**config.mk**
```make
export PLATFORM = sky130hd
export DESIGN_NAME = cam_pipe_flat
export DESIGN_NICKNAME = d
export VERILOG_FILES = /design/src/rtl/cam_pipe_if.sv /design/src/rtl/cam_pipe.sv /design/src/flat_wrapper.sv
export SDC_FILE = /design/constraint.sdc
export NUM_CORES = 1
export LEC_CHECK = 0
export ABC_AREA = 1
export BUFFER_PORTS_ARGS = -buffer_cell sky130_fd_sc_hd__buf_2
export CORE_MARGIN = 5
export CORE_UTILIZATION = 46
export DETAILED_ROUTE_END_ITERATION = 8
export SYNTH_ARGS = -nofsm -noshare
export SYNTH_HDL_FRONTEND = slang
export SYNTH_SLANG_ARGS = --single-unit
export TNS_END_PERCENT = 20
```
**constraint.sdc**
```tcl
create_clock -name clk -period 4.46 [get_ports clk]
set_input_delay 0.446 -clock clk [delete_from_list [all_inputs] [get_ports clk]]
set_output_delay 0.446 -clock clk [all_outputs]
set_load 0.005 [all_outputs]
```
**src/rtl/cam_pipe_if.sv**
```systemverilog
// rtl/cam_pipe_if.sv - write/invalidate/flush, search request/result and allocation status bundle for cam_pipe
interface cam_pipe_if #(
  parameter int KEY_W  = 8,
  parameter int ADDR_W = 3
);
  logic              wr_en;
  logic [ADDR_W-1:0] wr_addr;
  logic [KEY_W-1:0]  wr_key;
  logic              inv_en;
  logic [ADDR_W-1:0] inv_addr;
  logic              flush;
  logic              srch_valid;
  logic [KEY_W-1:0]  srch_key;
  logic              res_valid;
  logic              hit;
  logic [ADDR_W-1:0] hit_addr;
  logic              multi_hit;
  logic              full;
  logic [ADDR_W-1:0] free_addr;
  logic [ADDR_W:0]   count;

  modport master (
    output wr_en, wr_addr, wr_key, inv_en, inv_addr, flush, srch_valid, srch_key,
    input  res_valid, hit, hit_addr, multi_hit, full, free_addr, count
  );

  modport slave (
    input  wr_en, wr_addr, wr_key, inv_en, inv_addr, flush, srch_valid, srch_key,
    output res_valid, hit, hit_addr, multi_hit, full, free_addr, count
  );
endinterface

```
**src/rtl/cam_pipe.sv**
```systemverilog
// rtl/cam_pipe.sv - CAM with valid bits, invalidate/flush, 2-stage pipelined search and free-slot tracking
module cam_pipe #(
  parameter  int KEY_W  = 8,
  parameter  int DEPTH  = 8,
  localparam int ADDR_W = $clog2(DEPTH)
) (
  input  logic       clk,
  input  logic       rst_n,
  cam_pipe_if.slave  bus
);

  logic [DEPTH-1:0]  valid_q, valid_d;
  logic [KEY_W-1:0]  key_q [DEPTH];
  logic [KEY_W-1:0]  key_d [DEPTH];

  logic [DEPTH-1:0]  match_q, match_d;
  logic              s1_valid_q, s1_valid_d;

  logic              res_valid_q, res_valid_d;
  logic              hit_q, hit_d;
  logic [ADDR_W-1:0] hit_addr_q, hit_addr_d;
  logic              multi_hit_q, multi_hit_d;

  logic              full_q, full_d;
  logic [ADDR_W-1:0] free_addr_q, free_addr_d;
  logic [ADDR_W:0]   count_q, count_d;

  logic [ADDR_W-1:0] match_enc;
  logic [ADDR_W:0]   match_cnt;

  // Entry update: flush beats write, write beats invalidate on the same entry.
  always_comb begin
    valid_d = valid_q;
    key_d   = key_q;
    for (int i = 0; i < DEPTH; i++) begin
      if (bus.flush) begin
        valid_d[i] = 1'b0;
      end else if (bus.wr_en && (bus.wr_addr == ADDR_W'(i))) begin
        valid_d[i] = 1'b1;
        key_d[i]   = bus.wr_key;
      end else if (bus.inv_en && (bus.inv_addr == ADDR_W'(i))) begin
        valid_d[i] = 1'b0;
      end
    end
  end

  // Stage 1 compares against pre-edge contents so same-cycle writes are not seen.
  always_comb begin
    s1_valid_d = bus.srch_valid;
    match_d    = match_q;
    if (bus.srch_valid) begin
      for (int i = 0; i < DEPTH; i++) begin
        match_d[i] = valid_q[i] && (key_q[i] == bus.srch_key);
      end
    end
  end

  always_comb begin
    match_enc = '0;
    match_cnt = '0;
    for (int i = DEPTH - 1; i >= 0; i--) begin
      if (match_q[i]) begin
        match_enc = ADDR_W'(i);
      end
      match_cnt = match_cnt + (ADDR_W+1)'(match_q[i]);
    end
  end

  always_comb begin
    res_valid_d = s1_valid_q;
    hit_d       = hit_q;
    hit_addr_d  = hit_addr_q;
    multi_hit_d = multi_hit_q;
    if (s1_valid_q) begin
      hit_d       = |match_q;
      hit_addr_d  = match_enc;
      multi_hit_d = (match_cnt >= (ADDR_W+1)'(2));
    end
  end

  // Allocation status tracks the post-edge valid bits, so it is built from valid_d.
  always_comb begin
    count_d     = '0;
    free_addr_d = '0;
    for (int i = DEPTH - 1; i >= 0; i--) begin
      if (!valid_d[i]) begin
        free_addr_d = ADDR_W'(i);
      end
      count_d = count_d + (ADDR_W+1)'(valid_d[i]);
    end
    full_d = &valid_d;
  end

  always_ff @(posedge clk or negedge rst_n) begin
    if (!rst_n) begin
      valid_q     <= '0;
      for (int i = 0; i < DEPTH; i++) begin
        key_q[i] <= '0;
      end
      match_q     <= '0;
      s1_valid_q  <= 1'b0;
      res_valid_q <= 1'b0;
      hit_q       <= 1'b0;
      hit_addr_q  <= '0;
      multi_hit_q <= 1'b0;
      full_q      <= 1'b0;
      free_addr_q <= '0;
      count_q     <= '0;
    end else begin
      valid_q     <= valid_d;
      key_q       <= key_d;
      match_q     <= match_d;
      s1_valid_q  <= s1_valid_d;
      res_valid_q <= res_valid_d;
      hit_q       <= hit_d;
      hit_addr_q  <= hit_addr_d;
      multi_hit_q <= multi_hit_d;
      full_q      <= full_d;
      free_addr_q <= free_addr_d;
      count_q     <= count_d;
    end
  end

  assign bus.res_valid = res_valid_q;
  assign bus.hit       = hit_q;
  assign bus.hit_addr  = hit_addr_q;
  assign bus.multi_hit = multi_hit_q;
  assign bus.full      = full_q;
  assign bus.free_addr = free_addr_q;
  assign bus.count     = count_q;

endmodule

```
**src/flat_wrapper.sv**
```systemverilog
// flat-port wrapper written by rule: the top's interface ports become plain ports
module cam_pipe_flat 
#(
  parameter  int KEY_W  = 8,
  parameter  int DEPTH  = 8,
  localparam int ADDR_W = $clog2(DEPTH)
)
  (clk, rst_n, bus_wr_en, bus_wr_addr, bus_wr_key, bus_inv_en, bus_inv_addr, bus_flush, bus_srch_valid, bus_srch_key, bus_res_valid, bus_hit, bus_hit_addr, bus_multi_hit, bus_full, bus_free_addr, bus_count);
  cam_pipe_if #(.KEY_W(KEY_W), .ADDR_W((3))) bus_i ();
  input  logic clk;
  input  logic rst_n;
  input wire logic [$bits(bus_i.wr_en)-1:0] bus_wr_en;
  input wire logic [$bits(bus_i.wr_addr)-1:0] bus_wr_addr;
  input wire logic [$bits(bus_i.wr_key)-1:0] bus_wr_key;
  input wire logic [$bits(bus_i.inv_en)-1:0] bus_inv_en;
  input wire logic [$bits(bus_i.inv_addr)-1:0] bus_inv_addr;
  input wire logic [$bits(bus_i.flush)-1:0] bus_flush;
  input wire logic [$bits(bus_i.srch_valid)-1:0] bus_srch_valid;
  input wire logic [$bits(bus_i.srch_key)-1:0] bus_srch_key;
  output wire logic [$bits(bus_i.res_valid)-1:0] bus_res_valid;
  output wire logic [$bits(bus_i.hit)-1:0] bus_hit;
  output wire logic [$bits(bus_i.hit_addr)-1:0] bus_hit_addr;
  output wire logic [$bits(bus_i.multi_hit)-1:0] bus_multi_hit;
  output wire logic [$bits(bus_i.full)-1:0] bus_full;
  output wire logic [$bits(bus_i.free_addr)-1:0] bus_free_addr;
  output wire logic [$bits(bus_i.count)-1:0] bus_count;
  assign bus_i.wr_en = bus_wr_en;
  assign bus_i.wr_addr = bus_wr_addr;
  assign bus_i.wr_key = bus_wr_key;
  assign bus_i.inv_en = bus_inv_en;
  assign bus_i.inv_addr = bus_inv_addr;
  assign bus_i.flush = bus_flush;
  assign bus_i.srch_valid = bus_srch_valid;
  assign bus_i.srch_key = bus_srch_key;
  assign bus_res_valid = bus_i.res_valid;
  assign bus_hit = bus_i.hit;
  assign bus_hit_addr = bus_i.hit_addr;
  assign bus_multi_hit = bus_i.multi_hit;
  assign bus_full = bus_i.full;
  assign bus_free_addr = bus_i.free_addr;
  assign bus_count = bus_i.count;
  cam_pipe #(.KEY_W(KEY_W), .DEPTH(DEPTH)) u_core (.clk(clk), .rst_n(rst_n), .bus(bus_i));
endmodule
```
==> run_summary.xml <==
<?xml version="1.0" encoding="UTF-8"?>
<metrics>
  <group name="synthesis">
    <metric name="syn-num-nets" unit="">603</metric>
    <metric name="post-synth-top-count-cell" unit="">sky130_fd_sc_hd__nand2_1</metric>
    <metric name="synthArstFlopShare" unit="">1.000</metric>
    <metric name="synthDominantAreaCellType" unit="">sky130_fd_sc_hd__dfrtp_1</metric>
    <metric name="postSynthAreaPerCell" unit="um2">8.563</metric>
    <metric name="synth-seq-cells" unit="">95</metric>
    <metric name="yosys_most_used_dff" unit="">sky130_fd_sc_hd__dfrtp_1</metric>
    <metric name="post_synth_num_cell_types" unit="">32</metric>
    <metric name="synthesis.instances" unit="">556</metric>
    <metric name="synth_seq_area_share" unit="">0.4993</metric>
    <metric name="yosys.area.top_type_share" unit="">0.4993</metric>
    <metric name="netlist_area" unit="um2">4761</metric>
    <metric name="ys_warn_count" unit="">0</metric>
    <metric name="synth-edff-count" unit="">0</metric>
    <metric name="netlist_top_cells_area" unit="">sky130_fd_sc_hd__dfrtp_1, sky130_fd_sc_hd__nand2_1, sky130_fd_sc_hd__o21ai_0</metric>
    <metric name="synth.top_cells.by_count" unit="">sky130_fd_sc_hd__nand2_1, sky130_fd_sc_hd__dfrtp_1, sky130_fd_sc_hd__o21ai_0, sky130_fd_sc_hd__inv_1, sky130_fd_sc_hd__nor2_1</metric>
  </group>
  <group name="min_path">
    <metric name="hold_path.class" unit="">input pin to asynchronous set/reset pin</metric>
  </group>
  <group name="routing">
    <metric name="routedWlPerCell" unit="um">15.43</metric>
    <metric name="total_number_of_vias" unit="">3744</metric>
    <metric name="drt_first_iter_violations" unit="">249</metric>
    <metric name="drc" unit="">0</metric>
    <metric name="detail_route.vias_per_cell" unit="">5.101</metric>
    <metric name="drtAntennaViolNets" unit="">0</metric>
    <metric name="finalWirelength" unit="um">11330</metric>
    <metric name="drtPass1Iterations" unit="">5</metric>
  </group>
  <group name="clock_network">
    <metric name="clk_pin_slew" unit="ns">0.08</metric>
    <metric name="tritoncts.num_buffers" unit="">9</metric>
    <metric name="cts_buffer_depth" unit="">2</metric>
    <metric name="root_buffer_cell" unit="">sky130_fd_sc_hd__clkbuf_8</metric>
    <metric name="htree_num_levels" unit="">3</metric>
    <metric name="cts_setup_buffers" unit="">0</metric>
    <metric name="cts.repair.resized" unit="">0</metric>
    <metric name="clock_sink_count" unit="">95</metric>
    <metric name="post_cts_hold_buffer_count" unit="">0</metric>
    <metric name="worstSkewPairLatency" unit="ns">0.37</metric>
    <metric name="clock_tree_from_tritoncts" unit="">built</metric>
  </group>
  <group name="power">
    <metric name="irDropWorstVdd" unit="V">0.0001929</metric>
    <metric name="internal_power" unit="mW">1.427</metric>
    <metric name="switchingPower" unit="uW">570.5</metric>
    <metric name="relative_contribution_of_the_clock_network_to_total_power" unit="">0.301</metric>
    <metric name="power-per-cell-area" unit="nW/um2">378.0</metric>
    <metric name="power.leakage" unit="nW">2.584</metric>
    <metric name="power.switching_fraction" unit="">0.2857</metric>
    <metric name="pwr-share-comb" unit="">0.158</metric>
    <metric name="power_frac_seq" unit="">0.541</metric>
  </group>
  <group name="die">
    <metric name="die_width" unit="um">111.7</metric>
    <metric name="fp.dieH" unit="um">111.7</metric>
    <metric name="floorplan.initialDensity" unit="">0.4653</metric>
    <metric name="boundaryPins" unit="">42</metric>
    <metric name="design.core.area" unit="um2">10230</metric>
    <metric name="design.die.area" unit="um2">12480</metric>
    <metric name="placement_rows" unit="">37</metric>
  </group>
  <group name="timing">
    <metric name="tightestPinTransition" unit="ns">0.7699</metric>
    <metric name="slew_viol_final" unit="">0</metric>
    <metric name="finalSetupViolCount" unit="">0</metric>
    <metric name="post-route-period-util" unit="">0.7709</metric>
    <metric name="timing.max_slew.rel_slack" unit="">0.4867</metric>
    <metric name="rsz_0062_raised_after_global_routing" unit="">no</metric>
    <metric name="post-route-min-period" unit="ns">3.438</metric>
    <metric name="final.setup_skew" unit="ns">0.008769</metric>
    <metric name="fin_setup_tns" unit="ns">0</metric>
    <metric name="timing_hold_violations_final" unit="">0</metric>
    <metric name="clock.fmax" unit="GHz">0.2908</metric>
  </group>
  <group name="placement">
    <metric name="globalplace.congestion" unit="">0.9066</metric>
    <metric name="placedCellCount" unit="">718</metric>
    <metric name="estimated_wirelength_of_the_detail_placed_design" unit="um">8232</metric>
    <metric name="placement.io_buffers" unit="">41</metric>
  </group>
  <group name="critical_path">
    <metric name="worst_setup_path_end_kind" unit="">register</metric>
    <metric name="crit_fanout" unit="">17</metric>
    <metric name="rr_worst_depth" unit="">8</metric>
    <metric name="path_class" unit="">input pin to register</metric>
    <metric name="startpoint_type" unit="">input pin</metric>
    <metric name="worstPathArrival" unit="ns">3.70</metric>
    <metric name="cp.required" unit="ns">4.72</metric>
  </group>
  <group name="grt">
    <metric name="grt_antenna_before_repair" unit="">0</metric>
    <metric name="grt_start_max_net_pins" unit="">60</metric>
    <metric name="first_global_vias" unit="">3721</metric>
    <metric name="grt_use_total" unit="">0.1963</metric>
    <metric name="grt_first_pass_wirelength" unit="um">19170</metric>
    <metric name="globalRouteOverflowTotal" unit="">0</metric>
  </group>
  <group name="layout">
    <metric name="final_cells" unit="">734</metric>
    <metric name="final_layout_size_suffix_gt1_frac" unit="">0.1104</metric>
    <metric name="diodes" unit="">0</metric>
    <metric name="layout.nets" unit="">640</metric>
    <metric name="flow.area_growth_from_synthesis" unit="%">10.99</metric>
  </group>
  <group name="flow_run">
    <metric name="max_cap_viol_count" unit="">0</metric>
  </group>
  <group name="status">
    <metric name="outcome" unit="">finished clean</metric>
  </group>
</metrics>
-- cell type report --
cell class                 count  area (um2)
clock buffer                  13       168.9
clock inverter                 3       40.04
fill                         996        4947
inverter                      62       232.7
multi-input combinational    383        2079
sequential                    95        2377
tap                          136       170.2
timing repair buffer          42       215.2
-- power by group through the flow --
stage / registers, mW / logic, mW / clock network, mW
6_report: 1.08 / 0.316 / 0.601
3_5_place_dp: 1.10 / 0.320 / 0
4_1_cts: 1.08 / 0.322 / 0.617
2_1_floorplan: 1.07 / 0.231 / 0
3_3_place_gp: 1.09 / 0.312 / 0
5_1_grt: 1.10 / 0.370 / 0.660
-- critical path, cell delays in order --
cell and delay [ns]:
sky130_fd_sc_hd__buf_2 0.11, sky130_fd_sc_hd__nand2_1 0.09, sky130_fd_sc_hd__nor2_4 0.05, sky130_fd_sc_hd__nand2_1 0.37, sky130_fd_sc_hd__nand2_1 0.21, sky130_fd_sc_hd__ha_1 0.35
sky130_fd_sc_hd__inv_1 0.06, sky130_fd_sc_hd__fa_1 0.50, sky130_fd_sc_hd__fa_1 0.52, sky130_fd_sc_hd__fa_1 0.46, sky130_fd_sc_hd__fa_1 0.39, sky130_fd_sc_hd__xnor2_1 0.13
-- final timing paths --
path,endpoint,from,slack (ns)
worst min register to register,u_core.bus.hit_addr[0],u_core.bus.hit_addr[0],0.49
worst max-delay path,u_core.bus.count[2],bus_wr_addr[2],1.02
max in group asynchronous,u_core.bus.free_addr[0],rst_n,3.38
worst max register to register,u_core.bus.count[2],u_core.valid_q[6],1.26
worst min-delay path,u_core.key_q[17],rst_n,0.12
min in group clk,u_core.res_valid_d,bus_srch_valid,0.38
-- logic make-up (layout without fill, tap and decap cells) --
group | after synthesis | count (layout) | synth area share
and+or+nand+nor | 226 | 226 | 0.1974
xor gates and xnor gates | 25 | 25 | 0.04599
AOI/OAI and AO/OA | 113 | 113 | 0.1309
DFF | 95 | 95 | 0.4993
adders and majority gates | 19 | 19 | 0.06255
buffers and inverters | 78 | 120 | 0.06386
-- flip-flops by register name, summed over array words and instances (netlist names), 3 cells and up --
register              flops
u_core.bus.free_addr      3
u_core.bus.hit_addr       3
u_core.bus.count          4
u_core.match_q            8
u_core.valid_q            8
u_core.key_q             64
-- per-layer routing --
metal	track usage	vias to the layer above	share of wire
li1	-	1870	-
met1	0.2614	1786	0.46
met2	0.3125	71	0.48
met3	0.03478	17	0.032
met4	0.09165	0	0.022
met5	0	-	0
-- stage by stage --
stage	total power [mW]	hold WS, ns	instance area [um2]	utilization	setup WS [ns]
after global routing	2.127	0.1832	5284	0.5164	0.8521
after floorplan	1.303	0.1504	4761	-	0.9272
after detailed placement	1.416	0.4735	5075	0.4960	0.6422
final	1.997	0.1242	5284	0.5164	1.022
after global placement	1.405	0.4607	5075	0.4960	0.6590
after CTS	2.018	0.1703	5284	0.5164	1.037
-- cell usage in the layout, fill, tap and decap left out, types with 8 or more instances in the layout --
cell type	n
sky130_fd_sc_hd__buf_2	40
sky130_fd_sc_hd__clkbuf_8	12
sky130_fd_sc_hd__dfrtp_1	95
sky130_fd_sc_hd__fa_1	8
sky130_fd_sc_hd__ha_1	11
sky130_fd_sc_hd__inv_1	61
sky130_fd_sc_hd__nand2_1	157
sky130_fd_sc_hd__nand3_1	14
sky130_fd_sc_hd__nand4_1	10
sky130_fd_sc_hd__nor2_1	27
sky130_fd_sc_hd__o21ai_0	86
sky130_fd_sc_hd__xnor2_1	15
sky130_fd_sc_hd__xor2_1	10
Note: power is estimated with default switching activity, not from simulation.
